### config.mk
export PLATFORM = sky130hd
export DESIGN_NAME = clk_div_prog
export DESIGN_NICKNAME = d
export VERILOG_FILES = /design/src/rtl/clk_div_prog.sv
export SDC_FILE = /design/constraint.sdc
export NUM_CORES = 1
export LEC_CHECK = 0
export ABC_AREA = 1
export BUFFER_PORTS_ARGS = -buffer_cell sky130_fd_sc_hd__buf_2
export CORE_MARGIN = 4
export CORE_UTILIZATION = 53
export DETAILED_ROUTE_END_ITERATION = 6
export PLACE_DENSITY_LB_ADDON = 0.15
export SETUP_SLACK_MARGIN = 0.5
export SYNTH_ARGS = -nofsm -noshare
export SYNTH_HDL_FRONTEND = slang
export SYNTH_SLANG_ARGS = --single-unit
### constraint.sdc
create_clock -name clk_in -period 1.9 [get_ports clk_in]
set_input_delay 0.095 -clock clk_in [delete_from_list [all_inputs] [get_ports clk_in]]
set_output_delay 0.095 -clock clk_in [all_outputs]
set_load 0.005 [all_outputs]
### src/rtl/clk_div_prog.sv
// -----------------------------------------------------------------------------
// clk_div_prog -- runtime-programmable integer clock divider.
//
// Divides clk_in by N (2 .. 2^DIV_W-1). New divisors are staged in a pending
// register and swapped in only on a period boundary (or at once while
// disabled), so clk_out never shows a short or stretched pulse.
//
// Optional feature macro: CLK_DIV_DUTY50_EN
//   defined   : adds one negedge flop; odd divisors get an exact 50% duty.
//   undefined : pure posedge logic; odd N uses an H / N-H duty.
//
// Ports
//   clk_in    in   1      sole clock
//   rst       in   1      synchronous, active-high reset
//   en        in   1      divider enable
//   div_load  in   1      single-cycle request to load div_val
//   div_val   in   DIV_W  requested divisor N
//   clk_out   out  1      divided clock
//   tick      out  1      one-cycle strobe coincident with each clk_out rise
//   div_pend  out  1      accepted divisor waiting for the next boundary
//   div_err   out  1      sticky: last load request was illegal (N<2)
// -----------------------------------------------------------------------------
module clk_div_prog #(
  parameter int DIV_W       = 8,
  parameter int DEFAULT_DIV = 5
) (
  input  logic             clk_in,
  input  logic             rst,
  input  logic             en,
  input  logic             div_load,
  input  logic [DIV_W-1:0] div_val,
  output logic             clk_out,
  output logic             tick,
  output logic             div_pend,
  output logic             div_err
);

  localparam logic [DIV_W-1:0] DEF_N = DIV_W'(DEFAULT_DIV);
  localparam logic [DIV_W-1:0] ONE   = DIV_W'(1);
  localparam logic [DIV_W-1:0] TWO   = DIV_W'(2);

  logic [DIV_W-1:0] r_cnt;
  logic [DIV_W-1:0] r_div_cur;
  logic [DIV_W-1:0] r_pend_val;
  logic             r_div_pend;
  logic             r_clk_p;
  logic             r_tick;
  logic             r_div_err;

  logic [DIV_W:0]   w_h;       // high-phase length, one bit wider so N=max doesn't overflow
  logic             w_wrap;
  logic             w_ld_ok;
  logic             w_ld_bad;

  assign w_h      = ({1'b0, r_div_cur} + {{DIV_W{1'b0}}, 1'b1}) >> 1;
  assign w_wrap   = (r_cnt == (r_div_cur - ONE));
  assign w_ld_ok  = div_load && (div_val >= TWO);
  assign w_ld_bad = div_load && (div_val <  TWO);

  // Counter and posedge output flops.
  always_ff @(posedge clk_in) begin
    if (rst) begin
      r_cnt   <= '0;
      r_clk_p <= 1'b0;
      r_tick  <= 1'b0;
    end else if (en) begin
      r_cnt   <= w_wrap ? '0 : r_cnt + ONE;
      r_clk_p <= ({1'b0, r_cnt} < w_h);
      r_tick  <= (r_cnt == '0);
    end else begin
      r_cnt   <= '0;
      r_clk_p <= 1'b0;
      r_tick  <= 1'b0;
    end
  end

  // Divisor staging. The swap into div_cur is evaluated first so that a load
  // landing on the same edge re-arms the pending slot for the following
  // boundary instead of being consumed by this one.
  always_ff @(posedge clk_in) begin
    if (rst) begin
      r_div_cur  <= DEF_N;
      r_pend_val <= DEF_N;
      r_div_pend <= 1'b0;
      r_div_err  <= 1'b0;
    end else begin
      if (r_div_pend && (!en || w_wrap)) begin
        r_div_cur  <= r_pend_val;
        r_div_pend <= 1'b0;
      end
      if (w_ld_ok) begin
        r_pend_val <= div_val;
        r_div_pend <= 1'b1;
        r_div_err  <= 1'b0;
      end else if (w_ld_bad) begin
        r_div_err  <= 1'b1;
      end
    end
  end

`ifdef CLK_DIV_DUTY50_EN
  // Half-cycle delayed copy of clk_p; ANDing trims the extra high cycle of an
  // odd divisor down to exactly N/2 input periods.
  logic r_clk_n;

  always_ff @(negedge clk_in) begin
    if (rst) r_clk_n <= 1'b0;
    else     r_clk_n <= r_clk_p;
  end

  assign clk_out = r_div_cur[0] ? (r_clk_p & r_clk_n) : r_clk_p;
`else
  assign clk_out = r_clk_p;
`endif

  assign tick     = r_tick;
  assign div_pend = r_div_pend;
  assign div_err  = r_div_err;

endmodule

==> out/results.txt, run 1 <==
For the remaining number of nets flagged by the antenna check after routing, the log shows 0. The origin of the worst min-delay path was div_val[1]. The synthesized-area fraction occupied by ao, oa, aoi and oai cells works out to 9.25%. At the pin with the least slew margin, the transition time is 0.434 ns.

Once detailed placement completed, the half-perimeter wirelength came to 2640 microns. For the maximum clock rate, the log shows 527 MHz. The synthesized netlist devotes 31.4% of its cell area to simple gates. Summing every instance area after synthesis gives 1680 sq um. Among all flip-flop cells after synthesis, the most frequent one is dfxtp_1.

The number of synthesized flops with an enable pin was 0; the die area was 4130 sq um. The tools report the relative slew slack as 71.0%. The fraction of layout instances using a drive strength above 1 was 27.4%. For this run, the register share of the synthesized area comes to 33.4%. For this block, the via count after detailed routing is 1562. The post-synthesis to final-layout area growth was 26.3%. Buffers placed on the I/O ports in this run total 15. Before antenna repair, the detailed router went through 4 iterations. The congestion estimate from routability-driven global placement came to 0.805. The H-tree depth is 1, and the width of the chip is 64.3 microns. The data required time at the worst endpoint came out at 2.13 ns. On the final layout, the worst hold slack is 0.00786 ns. Tracing the worst setup path back leads to its startpoint at r_div_cur[4].

The tools report the number of global-route vias before repair as 1456. Setup repair after global routing could not meet its margin everywhere. The worst hold path endpoint is r_pend_val[1]. The tools report the number of remaining DRC errors as 0.

The worst setup path is launched from a flip-flop. Counting every instance in the synthesized netlist gives 232. Final critical delay including setup and external delays: 1.90 ns. In this run the worst path has a maximum fanout of 8. For this run, the post-layout net count is 290. The tools report the TritonCTS buffer count as 3.

The tools report the clock root buffer as clkbuf_4. The category of the worst setup path capture point was a flip-flop. Data on the critical path arrives at its endpoint at 2.13 ns. The tightest min-delay check is of the input pin to flip-flop type.

For this run, asynchronously set or reset flops after synthesis account for 0%. The portion of synthesized area spent on multiplexers is 0%. The largest family of logic cells by synthesized area is simple AND/OR/NAND/NOR gates. For the post-detailed-routing wire length, the log shows 3910 microns. In this run the deepest clock path goes through 2 buffers. Count of pins over their slew limit: 0.

Cells fill 69.4% of the core in the end. The number of cell instances on the worst register-to-register path is 10, and the post-synthesis area per instance is 7.23 sq um. Across every metal layer, demand over resource in global routing totals 20.2%.

The initialized floorplan defines 20 standard-cell rows. The setup check on the worst reg-to-reg path leaves a slack of 0.003 ns. The leakage power summed over all cells was 0.906 nW. The finished layout holds 310 standard cells, fillers aside.

The xor/xnor share of the synthesized area was 6.79%; the placeable core area was 3050 sq um. In this run the critical register-to-register path is captured at r_div_cur[0]. The run finished with clean final reports. The run gives 292 as the number of placed instances, taps included.

The initial utilization of the core area, before any placement, comes to 55.0%. Of the total synthesized cell area, the portion taken by full adders, half adders and majority gates is 8.20%. For the worst-skew pair, the clock arrives at the later sink with an insertion delay of 0.34 ns. The count of cell types in the netlist came out at 34.

Max-cap violations in this run came to 0. Critical register-to-register path startpoint: r_div_cur[4]. Category of the most critical setup path: flip-flop to flip-flop.

The largest clock skew in the final design is 0.00570 ns. 0 antenna diodes ended up in the layout. The detailed router finished its first iteration with 77 violations. Clock tree synthesis found a total of 28 sinks.

Dividing the final minimum period by the clock period gives 99.8%. After detailed routing, the average wire length per cell comes to 12.6 microns. In the post-synthesis netlist, the biggest area contributors are dfxtp_1 33%, nand2_1 11%, ha_1 8.2%. Dividing the detail-routed via count by the number of cells gives 5.04. Of all cell types, the one taking the most synthesized area is dfxtp_1.

The first global-routing pass estimated 6630 microns of wire. The die outline height is 64.3 microns, and the maximum number of pins on one net before global-route repair is 18. The initial antenna violation count was 0; the worst ir drop on vdd was 411 uV. After synthesis, the largest area contributor takes up 33.4% of total cell area.

The finished cells cover 2120 sq um. In this run the power density over the cells is 649 nW/um^2. The final number of hold-violating endpoints is 0, and the number of top-level pins is 16. Setup violations remaining at the end of the flow were counted as 0. Summed over all layers, the global routing overflow is 0. TritonCTS built the clock tree.

The register clock-pin slew on the reported worst setup and hold paths was 0.16 ns; the flip-flop and latch count after synthesis was 28. The yosys synthesis warning count is 0, and the number of nets in the synthesized netlist is 255. Counting instances, the worst hold path has a depth of 3. The post-place instance area is 1860 sq um.
area by class of cell:
class,instances,area (sq um)
multi-input cells,167,1070
fillers,266,933
flip-flops and latches,28,571
repair buffers,35,246
inverters,32,128
well taps,44,55.1
clock inverters,1,30.0
clock buffers,3,22.5
flip-flops by register name, indices dropped and copies added (netlist names):
signal / count
tick: 1
div_pend: 1
r_cnt: 8
div_err: 1
r_pend_val: 8
r_div_cur: 8
clk_out: 1
worst max-delay path by stage:
stage | cells after the start | slack, ns | endpoint
floorplan | 10 | 0.1 | clk_out
CTS | 12 | 0.02 | div_pend
detailed placement | 14 | -0.009 | r_div_cur[0]
finish | 10 | 0.003 | r_div_cur[0]
global route | 14 | -0.1 | r_div_cur[0]
global placement | 13 | -0.01 | r_div_cur[0]
power breakdown:
group	internal, W	switching [W]
logic	0.000140	0.000169
clock network	0.000214	0.000190
registers	0.000620	0.0000428
worst max-delay path, stage by stage, from the launching register on:
cell	delay [ns]
dfxtp_1	0.43
buf_4	0.18
nor2_2	0.16
nand2_1	0.09
nor2_2	0.13
xor2_1	0.29
nand3_4	0.17
nand2_8	0.14
nand2_4	0.05
nand2_1	0.07
nand3_1	0.08
cells in the mapped netlist (2+ instances only):
library cell,number
nor4_1,2
a21oi_2,3
o21ai_0,7
nand2_1,49
nand3_2,3
nand4_1,4
nor3_1,4
ha_1,11
a21oi_1,11
buf_6,2
xor2_1,6
nor2_1,25
dfxtp_1,28
xnor2_1,7
inv_1,30
nand3_1,21
nor2_2,2
layer usage:
metal  vias to the layer above  GRT usage (%)  routed length [microns]
met3                         7           2.64                       79
li1                        818              -                        -
met1                       715           27.7                     1890
met5                         -              0                        0
met2                        22           32.5                     1860
met4                         0           7.12                       67
cell families (layout without fill, tap and decap cells):
group                      Yosys count  count (layout)
AOI/OAI and AO/OA                   26              26
xor gates and xnor gates            13              13
adders and majority gates           11              11
buffers and inverters               39              71
DFF                                 28              28
and+or+nand+nor                    115             117
placed cells by master, fill, tap and decap left out, types with 10 or more instances in the layout:
| master | count |
|---|---|
| nor2_1 | 21 |
| nand2_1 | 47 |
| inv_1 | 25 |
| dfxtp_1 | 24 |
| ha_1 | 10 |
| nand3_1 | 16 |
| buf_2 | 15 |
| buf_4 | 12 |
stage by stage:
stage | setup slack, ns | setup TNS (ns) | power, W
after CTS | 0.0241 | 0 | 0.00136
after global placement | -0.0117 | -0.0117 | 0.000917
after detailed placement | -0.00910 | -0.00910 | 0.000921
after global routing | -0.0992 | -1.05 | 0.00145
after floorplan | 0.0967 | 0 | 0.000860
final | 0.00294 | 0 | 0.00138
repair_timing:
| item | in CTS | in global routing |
|---|---|---|
| resized for setup | 10 | 14 |
| pin swaps | 8 | 4 |
| buffers inserted | 5 | 0 |
| gates cloned | 1 | 1 |
| hold endpoints to repair | 7 | 0 |
| hold buffers | 7 | 0 |
| endpoints found under the setup margin | 19 | 26 |
Note: power is estimated with default switching activity, not from simulation.
==> run 2: changes to the inputs <==
Clock period 1.9 ns to 1.68 ns, I/O delays scaled along.
==> run 2 against run 1 <==
The run now ends with negative setup slack left. Critical endpoint is now r_div_cur[5]. Clock power increased by 15%. Fmax decreased by 5.3%. Clock-buffer cell count unchanged. Routed wire length increased by 13%. Critical path depth increased by 4. Largest power group unchanged. Critical path type unchanged. Clock skew decreased by 0.0032 ns. Non-clock buffer count increased by 19. Power increased by 18%. Highest routed layer unchanged.
==> out/results.txt, run 2 (synthesized netlist as in run 1, its figures left out) <==
The width of the chip was 64.3 microns (unchanged); the final critical delay including setup and external delays was 2.00 ns (+0.107 ns). The critical path is of the flip-flop to flip-flop type. The initial antenna violation count was 0 (unchanged); the number of standard-cell rows in the floorplan was 20 (unchanged). The tools report the global-route wire length before repair as 7270 microns (+9.7%). Setup repair after global routing could not meet its margin everywhere.

For the setup TNS after final layout, the log shows -4.91 ns (-4.91 ns). For the number of top-level pins, the log shows 16 (unchanged). The total number of vias came out at 1689 (+8.1%). The number of setup violations in the final report is 18 (+18). The relative slew slack was 67.6% (-3.5 points). The buffer levels on the longest clock path is 2 (unchanged), and the maximum number of pins on one net before global-route repair is 17 (-1).

The maximum clock rate is 499 MHz (-5.3%), and the overall power consumption is 0.00162 W (+18%). The longest individual stage delay on the worst path works out to 0.40 ns (-0.03 ns). The critical path goes through inv_4 > ha_4 > nand2_2 > inv_2 > nor2_2 > nand2_1 > nor2_1 > nand3_1 > nor2_1 > nand3_2 > nand2_4 > nand3_2 > nand2_1 > nor2_2. The number of global-route vias before repair came out at 1649 (+13%). The run gives 0.836 (+3.8%) as the final weighted congestion of routability-driven global placement. The clock root buffer was clkbuf_4.

The number of cell instances on the worst register-to-register path is 14 (+4), and the routed length per placed instance is 13.4 microns (+6.2%). Number of remaining DRC errors: 0 (unchanged). The run gives 1 (unchanged) as the H-tree depth. The number of I/O port buffers is 15 (unchanged). The power density relative to cell area came out at 705 nW/um^2 (+8.6%). Most frequent standard cell in the layout excluding fill and tap cells: nand2_1. In this run the critical register-to-register path is launched from r_div_cur[1]. The run gives 309 (+6.6%) as the number of nets in the final layout.

Die outline height: 64.3 microns (unchanged). In the layout the commonest cells are 45 x nand2_1, 26 x inv_1, 26 x buf_4. Final number of hold-violating endpoints: 0 (unchanged). The initial standard-cell utilization of the core is 55.0% (unchanged), and the leakage power summed over all cells is 1.01 nW (+12%). The average vias per placed instance is 5.13 (+1.9%), and the data required time at the worst endpoint is 1.94 ns (-0.19 ns). The checks that failed: negative setup slack.

For the die area, the log shows 4130 sq um (unchanged). TritonCTS built the clock tree. The maximum net fanout on the critical path is 7 (-1).

Fraction of layout instances using a drive strength above 1: 33.3% (+5.9 points). The count of pins over their slew limit was 0 (unchanged). The tools report the number of max-cap violations as 0 (unchanged).

The number of optimization iterations in the first detailed-route pass is 4 (unchanged). In this run the worst hold path is classified as input pin to flip-flop. The worst register-to-register path ends at r_div_cur[5].

The startpoint identified for the worst hold timing path is div_load. The worst hold path terminates at r_pend_val[2]. The register-to-register setup slack came out at -0.32 ns (-0.33 ns). The register clock-pin slew on the reported worst setup and hold paths is 0.16 ns (about the same). The share of the clock period used by the worst path was 119% (+19 points).

The worst ir drop on vdd was 526 uV (+28%). The largest individual stage delay along the critical path comes from the cell dfxtp_4. The setup slack of the critical path after layout came out at -0.324 ns (-0.327 ns). The category of the worst setup path capture point was a flip-flop. Compared with the post-synthesis result, the final layout area differs by 37.3%. The number of cells on the worst hold path came out at 3 (unchanged). The antenna cell count was 0 (unchanged). The slew at the pin closest to its max-slew limit was 0.485 ns (+0.0506 ns); the TritonCTS buffer count was 3 (unchanged). The pre-CTS setup slack is -0.229 ns (-0.220 ns). The startpoint type of the worst setup path is a flip-flop. For the TritonCTS sink count, the log shows 28 (unchanged).

The run finished, with violations left. The total congestion overflow was 0 (unchanged). The tools report the post-detailed-routing wire length as 4400 microns (+13%).

The logs give 0 (unchanged) for the remaining number of nets flagged by the antenna check after routing and 2.27 ns (+0.14 ns) for the data arrival time at the worst-slack endpoint. The logs give 113 (+47%) for the number of violations reported at the end of detailed-routing iteration 0 and 3050 sq um (unchanged) for the placeable core area. The placed wire-length estimate came out at 2770 microns (+4.8%). The largest registers in the layout are r_cnt (8), r_div_cur (8), r_pend_val (8). Largest clock skew in the final design: 0.00247 ns (-0.00323 ns). The worst-skew pair later-pin latency was 0.35 ns (about the same); the global routing usage summed across all routing layers was 22.3% (+2.1 points).
==> run 2: per-stage QoR <==
step | hold WS (ns) | utilization [%] | instance area (sq um) | std cells
5_1_grt | 0.0404 | 75.5 | 2300 | 329
3_3_place_gp | 0.300 | 64.3 | 1960 | 305
4_1_cts | 0.00179 | 72.3 | 2210 | 324
3_5_place_dp | 0.307 | 64.3 | 1960 | 305
2_1_floorplan | 0.180 | - | 1740 | 232
6_report | 0.0195 | 75.5 | 2300 | 329
==> run 2: worst max path at each step <==
stage / start / end / slack [ns] / cells past startpoint
floorplan: r_div_cur[2] / clk_out / -0.12 / 10
global placement: r_div_cur[1] / r_div_cur[0] / -0.19 / 13
detailed placement: r_div_cur[1] / r_div_cur[0] / -0.23 / 13
CTS: r_div_cur[0] / div_pend / -0.18 / 13
global route: r_div_cur[1] / r_div_cur[2] / -0.44 / 14
finish: r_div_cur[1] / r_div_cur[5] / -0.32 / 14
==> run 2: layout make-up <==
class / instances / area, sq um
timing repair buffer: 54 / 405
clock inverter: 1 / 30.0
fill: 233 / 749
tap: 44 / 55.1
sequential: 28 / 571
clock buffer: 3 / 22.5
inverter: 32 / 125
multi-input combinational: 167 / 1090
==> run 2: critical path: cells and delay by family, from the launching register on <==
| family | cells | cell delay, ns |
|---|---|---|
| buffers and inverters | 2 | 0.08 |
| and+or+nand+nor | 11 | 1.20 |
| adders and majority gates | 1 | 0.24 |
| DFF | 1 | 0.40 |
==> run 2: routing by layer <==
layer / vias to the layer above / share of wire [%] / wire [microns] / GRT usage (%)
met2: 48 / 51 / 2240 / 40.2
met4: 0 / 2.2 / 97 / 7.92
met3: 9 / 4.5 / 196 / 2.28
li1: 858 / - / - / -
met1: 774 / 42 / 1860 / 27.2
met5: - / 0 / 0 / 0
==> run 2: power breakdown <==
group | total, W | internal (W) | switching [W]
Clock | 0.000465 | 0.000242 | 0.000223
Sequential | 0.000737 | 0.000701 | 0.0000357
Combinational | 0.000421 | 0.000196 | 0.000226
Total | 0.00162 | 0.00114 | 0.000485
==> run 2: timing repair <==
item | 4_1_cts | 5_1_grt
cloned | 2 | 0
gates resized for setup | 13 | 17
pin swaps | 5 | 12
hold buffers | 9 | 0
endpoints found under the setup margin | 19 | 19
endpoints found under the hold margin | 8 | 0
setup buffers | 4 | 5
